[src/rtl/uart_rx_ctrl_pkg.sv]
// Shared types and constants for the UART receive controller and its FIFO.
package uart_rx_ctrl_pkg;

    localparam int unsigned RX_FIFO_DEPTH = 4;
    localparam int unsigned RX_FIFO_ADDR_W = 2;

    typedef enum logic [1:0] {
        IDLE      = 2'd0,
        WAIT_DATA = 2'd1,
        ACK       = 2'd2
    } rd_state_e;

    function automatic logic [7:0] sat_inc8(input logic [7:0] value);
        return (value == 8'hFF) ? value : value + 8'd1;
    endfunction

endpackage

[src/rtl/uart_rx_ctrl_if.sv]
// Receiver-side pulses, CPU read handshake and status readout of the RX controller.
interface uart_rx_ctrl_if #(
    parameter int unsigned ADDR_W = 2
);
    logic [7:0]      rx_data_i;
    logic            rx_valid_i;
    logic            rx_frame_err_i;
    logic            clr_i;
    logic            rd_req_i;
    logic [7:0]      rd_data_o;
    logic            rd_ack_o;
    logic            rd_wait_o;
    logic [ADDR_W:0] fifo_level_o;
    logic            fifo_empty_o;
    logic            fifo_full_o;
    logic            ovf_o;
    logic [7:0]      frame_err_cnt_o;

    modport master (
        output rx_data_i, rx_valid_i, rx_frame_err_i, clr_i, rd_req_i,
        input  rd_data_o, rd_ack_o, rd_wait_o, fifo_level_o, fifo_empty_o,
               fifo_full_o, ovf_o, frame_err_cnt_o
    );

    modport slave (
        input  rx_data_i, rx_valid_i, rx_frame_err_i, clr_i, rd_req_i,
        output rd_data_o, rd_ack_o, rd_wait_o, fifo_level_o, fifo_empty_o,
               fifo_full_o, ovf_o, frame_err_cnt_o
    );
endinterface

[src/rtl/uart_rx_fifo.sv]
// Byte FIFO with separate level register so full/empty never alias; flush wins over push/pop.
module uart_rx_fifo #(
    parameter int unsigned DEPTH  = 4,
    parameter int unsigned ADDR_W = 2
) (
    input  logic              clk_i,
    input  logic              rst_i,
    input  logic              flush,
    input  logic              push,
    input  logic              pop,
    input  logic [7:0]        din,
    output logic [7:0]        dout,
    output logic [ADDR_W:0]   level,
    output logic              full,
    output logic              empty
);

    logic [7:0]        mem [DEPTH];
    logic [ADDR_W-1:0] wr_ptr;
    logic [ADDR_W-1:0] rd_ptr;
    logic              push_ok;
    logic              pop_ok;

    assign empty   = (level == '0);
    assign full    = (level == (ADDR_W+1)'(DEPTH));
    assign dout    = mem[rd_ptr];
    // a pop in the same cycle frees the slot a full-FIFO push needs
    assign push_ok = push && (!full || pop) && !flush;
    assign pop_ok  = pop && !empty && !flush;

    always_ff @(posedge clk_i or negedge rst_i) begin
        if (!rst_i) begin
            wr_ptr <= '0;
            rd_ptr <= '0;
            level  <= '0;
        end else if (flush) begin
            wr_ptr <= '0;
            rd_ptr <= '0;
            level  <= '0;
        end else begin
            if (push_ok) wr_ptr <= wr_ptr + ADDR_W'(1);
            if (pop_ok)  rd_ptr <= rd_ptr + ADDR_W'(1);
            case ({push_ok, pop_ok})
                2'b10:   level <= level + (ADDR_W+1)'(1);
                2'b01:   level <= level - (ADDR_W+1)'(1);
                default: level <= level;
            endcase
        end
    end

    always_ff @(posedge clk_i) begin
        if (push_ok) mem[wr_ptr] <= din;
    end

endmodule

[src/rtl/uart_rx_ctrl.sv]
// Buffers UART bytes and serves blocking CPU reads via req/ack; tracks overflow and framing errors.
module uart_rx_ctrl
    import uart_rx_ctrl_pkg::*;
#(
    parameter int unsigned DEPTH  = RX_FIFO_DEPTH,
    parameter int unsigned ADDR_W = RX_FIFO_ADDR_W
) (
    input  logic          clk_i,
    input  logic          rst_i,
    uart_rx_ctrl_if.slave bus
);

    rd_state_e       state_q, state_d;
    logic [7:0]      rd_data_q, rd_data_d;
    logic            ack_q, ack_d;
    logic            wait_q, wait_d;
    logic            ovf_q;
    logic [7:0]      err_cnt_q;
    logic            pop;
    logic [7:0]      head;
    logic [ADDR_W:0] level;
    logic            full;
    logic            empty;

    uart_rx_fifo #(
        .DEPTH  (DEPTH),
        .ADDR_W (ADDR_W)
    ) u_fifo (
        .clk_i (clk_i),
        .rst_i (rst_i),
        .flush (bus.clr_i),
        .push  (bus.rx_valid_i),
        .pop   (pop),
        .din   (bus.rx_data_i),
        .dout  (head),
        .level (level),
        .full  (full),
        .empty (empty)
    );

    always_ff @(posedge clk_i or negedge rst_i) begin
        if (!rst_i) begin
            state_q   <= IDLE;
            rd_data_q <= '0;
            ack_q     <= 1'b0;
            wait_q    <= 1'b0;
        end else begin
            state_q   <= state_d;
            rd_data_q <= rd_data_d;
            ack_q     <= ack_d;
            wait_q    <= wait_d;
        end
    end

    always_comb begin
        state_d   = state_q;
        rd_data_d = rd_data_q;
        ack_d     = 1'b0;
        wait_d    = 1'b0;
        pop       = 1'b0;
        case (state_q)
            IDLE: begin
                if (bus.rd_req_i) begin
                    if (!empty) begin
                        pop       = 1'b1;
                        rd_data_d = head;
                        ack_d     = 1'b1;
                        state_d   = ACK;
                    end else begin
                        wait_d  = 1'b1;
                        state_d = WAIT_DATA;
                    end
                end
            end
            WAIT_DATA: begin
                if (!bus.rd_req_i) begin
                    state_d = IDLE;
                end else if (!empty) begin
                    pop       = 1'b1;
                    rd_data_d = head;
                    ack_d     = 1'b1;
                    state_d   = ACK;
                end else begin
                    wait_d = 1'b1;
                end
            end
            ACK:     state_d = IDLE;
            default: state_d = IDLE;
        endcase
        if (bus.clr_i) begin
            state_d   = IDLE;
            rd_data_d = rd_data_q;
            ack_d     = 1'b0;
            wait_d    = 1'b0;
            pop       = 1'b0;
        end
    end

    always_ff @(posedge clk_i or negedge rst_i) begin
        if (!rst_i) begin
            ovf_q     <= 1'b0;
            err_cnt_q <= '0;
        end else if (bus.clr_i) begin
            ovf_q     <= 1'b0;
            err_cnt_q <= '0;
        end else begin
            if (bus.rx_valid_i && full && !pop) ovf_q <= 1'b1;
            if (bus.rx_frame_err_i) err_cnt_q <= sat_inc8(err_cnt_q);
        end
    end

    assign bus.rd_data_o       = rd_data_q;
    assign bus.rd_ack_o        = ack_q;
    assign bus.rd_wait_o       = wait_q;
    assign bus.fifo_level_o    = level;
    assign bus.fifo_empty_o    = empty;
    assign bus.fifo_full_o     = full;
    assign bus.ovf_o           = ovf_q;
    assign bus.frame_err_cnt_o = err_cnt_q;

endmodule
[src/flat_wrapper.sv]
// flat-port wrapper written by rule: the top's interface ports become plain ports
module uart_rx_ctrl_flat import uart_rx_ctrl_pkg::*;
#(
    parameter int unsigned DEPTH  = RX_FIFO_DEPTH,
    parameter int unsigned ADDR_W = RX_FIFO_ADDR_W
)
  (clk_i, rst_i, bus_rx_data_i, bus_rx_valid_i, bus_rx_frame_err_i, bus_clr_i, bus_rd_req_i, bus_rd_data_o, bus_rd_ack_o, bus_rd_wait_o, bus_fifo_level_o, bus_fifo_empty_o, bus_fifo_full_o, bus_ovf_o, bus_frame_err_cnt_o);
  uart_rx_ctrl_if #(.ADDR_W(ADDR_W)) bus_i ();
  input  logic clk_i;
  input  logic rst_i;
  input wire logic [$bits(bus_i.rx_data_i)-1:0] bus_rx_data_i;
  input wire logic [$bits(bus_i.rx_valid_i)-1:0] bus_rx_valid_i;
  input wire logic [$bits(bus_i.rx_frame_err_i)-1:0] bus_rx_frame_err_i;
  input wire logic [$bits(bus_i.clr_i)-1:0] bus_clr_i;
  input wire logic [$bits(bus_i.rd_req_i)-1:0] bus_rd_req_i;
  output wire logic [$bits(bus_i.rd_data_o)-1:0] bus_rd_data_o;
  output wire logic [$bits(bus_i.rd_ack_o)-1:0] bus_rd_ack_o;
  output wire logic [$bits(bus_i.rd_wait_o)-1:0] bus_rd_wait_o;
  output wire logic [$bits(bus_i.fifo_level_o)-1:0] bus_fifo_level_o;
  output wire logic [$bits(bus_i.fifo_empty_o)-1:0] bus_fifo_empty_o;
  output wire logic [$bits(bus_i.fifo_full_o)-1:0] bus_fifo_full_o;
  output wire logic [$bits(bus_i.ovf_o)-1:0] bus_ovf_o;
  output wire logic [$bits(bus_i.frame_err_cnt_o)-1:0] bus_frame_err_cnt_o;
  assign bus_i.rx_data_i = bus_rx_data_i;
  assign bus_i.rx_valid_i = bus_rx_valid_i;
  assign bus_i.rx_frame_err_i = bus_rx_frame_err_i;
  assign bus_i.clr_i = bus_clr_i;
  assign bus_i.rd_req_i = bus_rd_req_i;
  assign bus_rd_data_o = bus_i.rd_data_o;
  assign bus_rd_ack_o = bus_i.rd_ack_o;
  assign bus_rd_wait_o = bus_i.rd_wait_o;
  assign bus_fifo_level_o = bus_i.fifo_level_o;
  assign bus_fifo_empty_o = bus_i.fifo_empty_o;
  assign bus_fifo_full_o = bus_i.fifo_full_o;
  assign bus_ovf_o = bus_i.ovf_o;
  assign bus_frame_err_cnt_o = bus_i.frame_err_cnt_o;
  uart_rx_ctrl #(.DEPTH(DEPTH), .ADDR_W(ADDR_W)) u_core (.clk_i(clk_i), .rst_i(rst_i), .bus(bus_i));
endmodule
[config.mk]
export PLATFORM = sky130hd
export DESIGN_NAME = uart_rx_ctrl_flat
export DESIGN_NICKNAME = d
export VERILOG_FILES = /design/src/rtl/uart_rx_ctrl_pkg.sv /design/src/rtl/uart_rx_ctrl_if.sv /design/src/rtl/uart_rx_fifo.sv /design/src/rtl/uart_rx_ctrl.sv /design/src/flat_wrapper.sv
export SDC_FILE = /design/constraint.sdc
export NUM_CORES = 1
export LEC_CHECK = 0
export ABC_AREA = 1
export CAP_MARGIN = 20
export CORE_MARGIN = 2
export CORE_UTILIZATION = 40
export DETAILED_ROUTE_END_ITERATION = 6
export HOLD_SLACK_MARGIN = 0.15
export MAX_ROUTING_LAYER = met4
export PLACE_DENSITY = 0.59
export SLEW_MARGIN = 10
export SYNTH_ARGS = -nofsm -noshare
export SYNTH_HDL_FRONTEND = slang
export SYNTH_SLANG_ARGS = --single-unit
[constraint.sdc]
create_clock -name clk_i -period 4.3 [get_ports clk_i]
set_input_delay 0.645 -clock clk_i [delete_from_list [all_inputs] [get_ports clk_i]]
set_output_delay 0.645 -clock clk_i [all_outputs]
set_load 0.005 [all_outputs]
==> impl_metrics.env <==
export IMPL_area_growth_syn_to_layout_pct=24.2
export IMPL_cpPeakStageDelay_ns=0.58
export IMPL_crit_path_start_kind="input port"
export IMPL_drt_total_wl_um=5120
export IMPL_synthCells=253
export IMPL_stdcell_count=378
export IMPL_fin_total_pwr_mw=1.38
export IMPL_cts_tree="yes"
export IMPL_ctsHoldBuffers=0
export IMPL_initial_utilization_pct=41.6
export IMPL_hold_viol_final=0
export IMPL_synth_edf_count=32
export IMPL_crit_top_cell="nor2_1"
export IMPL_drive_above_1_share_pct=12.3
export IMPL_std_cell_rows=29
export IMPL_p_leak_nw=1.35
export IMPL_numCtsBuffers=9
export IMPL_cp_top_family="simple AND/OR/NAND/NOR gates"
export IMPL_cp_slowest_cell="clkdlybuf4s50_1"
export IMPL_grt_max_degree=28
export IMPL_worstPathArrival_ns=2.44
export IMPL_status="finished, final reports clean"
export IMPL_final_setup_viol_count=0
export IMPL_slew_headroom_pct=54.4
export IMPL_cp_depth=6
export IMPL_dp_hpwl_um=3530
export IMPL_hold_class="reg2reg"
export IMPL_ctsResizeCount=0
export IMPL_fp_dieW_um=85.2
export IMPL_worstHoldPathCells=1
export IMPL_viasPerCell=4.83
export IMPL_min_period_ns=2.47
export IMPL_postCtsSetupRepairBufs=0
export IMPL_worstPathRequired_ns=4.26
export IMPL_setup_ws_ns=1.83
export IMPL_fin_skew_ns=0.00822
export IMPL_clock_latency_ns=0.33
export IMPL_ant_nets=0
export IMPL_track_usage_pct=16.3
export IMPL_die_h_um=85.2
export IMPL_clock_path_buffers=2
export IMPL_placed_cell_area_um2=3080
export IMPL_synth_distinct_cells=33
export IMPL_drt_iter0_drc=98
export IMPL_reg2reg_depth=6
export IMPL_gp_congestion=0.797
export IMPL_h_tree_depth=3
export IMPL_final_area_um2=3280
export IMPL_syn_avg_cell_area_um2=10.4
export IMPL_synth_ff_type="edfxtp_1"
export IMPL_worstPathCellList="clkdlybuf4s50_1 -> nor2_4 -> o21ai_2 -> nor2_1 -> inv_1 -> nor2_1"
export IMPL_grt_pass1_wl_um=8690
export IMPL_synth_warnings=0
export IMPL_antenna_found_initial=0
export IMPL_first_global_vias=1828
export IMPL_drt_first_pass_iters=4
export IMPL_fmax_ghz=0.404
export IMPL_end_kind="register"
export IMPL_synth_nets=273
export IMPL_design_core_area_um2=6350
export IMPL_die_area_um2=7260
export IMPL_worst_slew_pin_slew_ns=0.682
export IMPL_power_density_nw_per_um2=422
export IMPL_portBuffers=37
export IMPL_dp_cells=362
export IMPL_fin_nets=316
export IMPL_min_period_over_period_pct=57.5
export IMPL_crit_type="in2reg"
export IMPL_slew_violations=0
export IMPL_numClockSinks=59
export IMPL_antenna_cells=0
export IMPL_grt_overflow=0
export IMPL_path_buf_inv=2
export IMPL_rsz0062_at_grt="no"
export IMPL_path_clk_slew_ns=0.07
export IMPL_finalSetupTns_ns=0
export IMPL_async_flop_share_pct=45.8
export IMPL_wl_per_cell_um=13.5
export IMPL_ios=38
export IMPL_post_route_drc_count=0
export IMPL_ir_drop_mv=0.218
export IMPL_hold_ws_ns=0.493
export IMPL_maxCapViolCount=0
export IMPL_post_route_util_pct=51.6
export IMPL_synth_seq_area_share_pct=62.0
export IMPL_path_max_fanout=8
export IMPL_dp_slack_ns=1.41
export IMPL_syn_cell_area_um2=2640
export IMPL_num_vias=1827
export IMPL_yosys_register_bits=59
export IMPL_cts_root_buf="clkbuf_8"
placed cells by master, fill, tap and decap left out, types with 2 or more instances in the layout:
| cell | count |
|---|---|
| nor2_1 | 49 |
| nand4_2 | 2 |
| nand4_1 | 4 |
| clkbuf_8 | 9 |
| clkdlybuf4s50_1 | 37 |
| a21oi_2 | 3 |
| o21ai_2 | 2 |
| ha_1 | 5 |
| a31oi_1 | 8 |
| clkinv_4 | 3 |
| nand2_1 | 31 |
| dfrtp_1 | 27 |
| o21bai_1 | 2 |
| nand2_2 | 3 |
| nand3_1 | 11 |
| o21ai_0 | 25 |
| inv_1 | 27 |
| a31o_2 | 2 |
| edfxtp_1 | 32 |
| nor3_1 | 2 |
final timing paths:
| path | slack (ns) | from | to |
|---|---|---|---|
| worst min-delay path | 0.49 | u_core.bus.ovf_o$_DFFE_PN0P_ | u_core.bus.ovf_o$_DFFE_PN0P_ |
| worst max-delay path | 1.83 | bus_clr_i | u_core.u_fifo.mem[3][3]$_DFFE_PP_ |
| worst max register to register | 2.33 | u_core.u_fifo.level[0]$_DFFE_PN0P_ | u_core.u_fifo.mem[3][3]$_DFFE_PP_ |
| max in group asynchronous | 3.33 | rst_i | u_core.u_fifo.wr_ptr[0]$_DFFE_PN0P_ |
| min in group asynchronous | 0.69 | rst_i | u_core.bus.frame_err_cnt_o[4]$_DFFE_PN0P_ |
| worst min register to register | 0.49 | u_core.bus.ovf_o$_DFFE_PN0P_ | u_core.bus.ovf_o$_DFFE_PN0P_ |
cells by family (layout without fill, tap and decap cells):
family / Yosys count / count (layout) / synth area share [%]
AND/OR/NAND/NOR: 107 / 107 / 18.4
buffers and inverters: 36 / 84 / 5.78
flip-flops: 59 / 59 / 62.0
AO/OA/AOI/OAI: 45 / 45 / 10.6
adder cells (fa/ha/maj): 6 / 6 / 3.13
sequential cells by signal, indices dropped and copies added (netlist names):
| signal | count |
|---|---|
| u_core.u_fifo.mem | 32 |
| u_core.bus.frame_err_cnt_o | 8 |
| u_core.bus.rd_data_o | 8 |
| u_core.u_fifo.level | 3 |
| u_core.u_fifo.rd_ptr | 2 |
| u_core.u_fifo.wr_ptr | 2 |
| u_core.bus.ovf_o | 1 |
| u_core.bus.rd_ack_o | 1 |
| u_core.bus.rd_wait_o | 1 |
| u_core.state_q | 1 |
power by group:
part	internal [mW]	switching [mW]	total (mW)
Combinational	0.112	0.0887	0.200
Sequential	0.646	0.0318	0.678
Clock	0.271	0.233	0.504
Total	1.03	0.354	1.38
synth_stat cells, types with 2 or more instances:
cell type	count	area [um2]
nand3_1	11	55.1
nor3_1	2	10.0
o21bai_1	2	15.0
ha_1	5	62.6
nand2_2	3	18.8
dfrtp_1	27	676
o21ai_0	25	125
a21oi_2	3	26.3
o21ai_2	2	17.5
nor2_1	49	184
a31oi_1	8	50.1
nand4_1	4	25.0
nand4_2	2	25.0
inv_1	27	101
edfxtp_1	32	961
a31o_2	2	17.5
buf_2	3	15.0
nand2_1	31	116
layer usage:
layer,share of wire (%),global-route usage (%)
met1,48,20.8
met2,46,24.4
met3,4.0,3.70
met4,1.9,8.51
met5,0,-
area by class of cell:
cell class | count | area (um2)
Clock buffer | 9 | 124
Tap cell | 77 | 96.3
Sequential cell | 59 | 1640
Fill cell | 584 | 3070
Timing Repair Buffer | 38 | 378
Clock inverter | 7 | 77.6
Inverter | 30 | 115
Multi-Input combinational cell | 158 | 850
(Power assumes the default switching activity.)
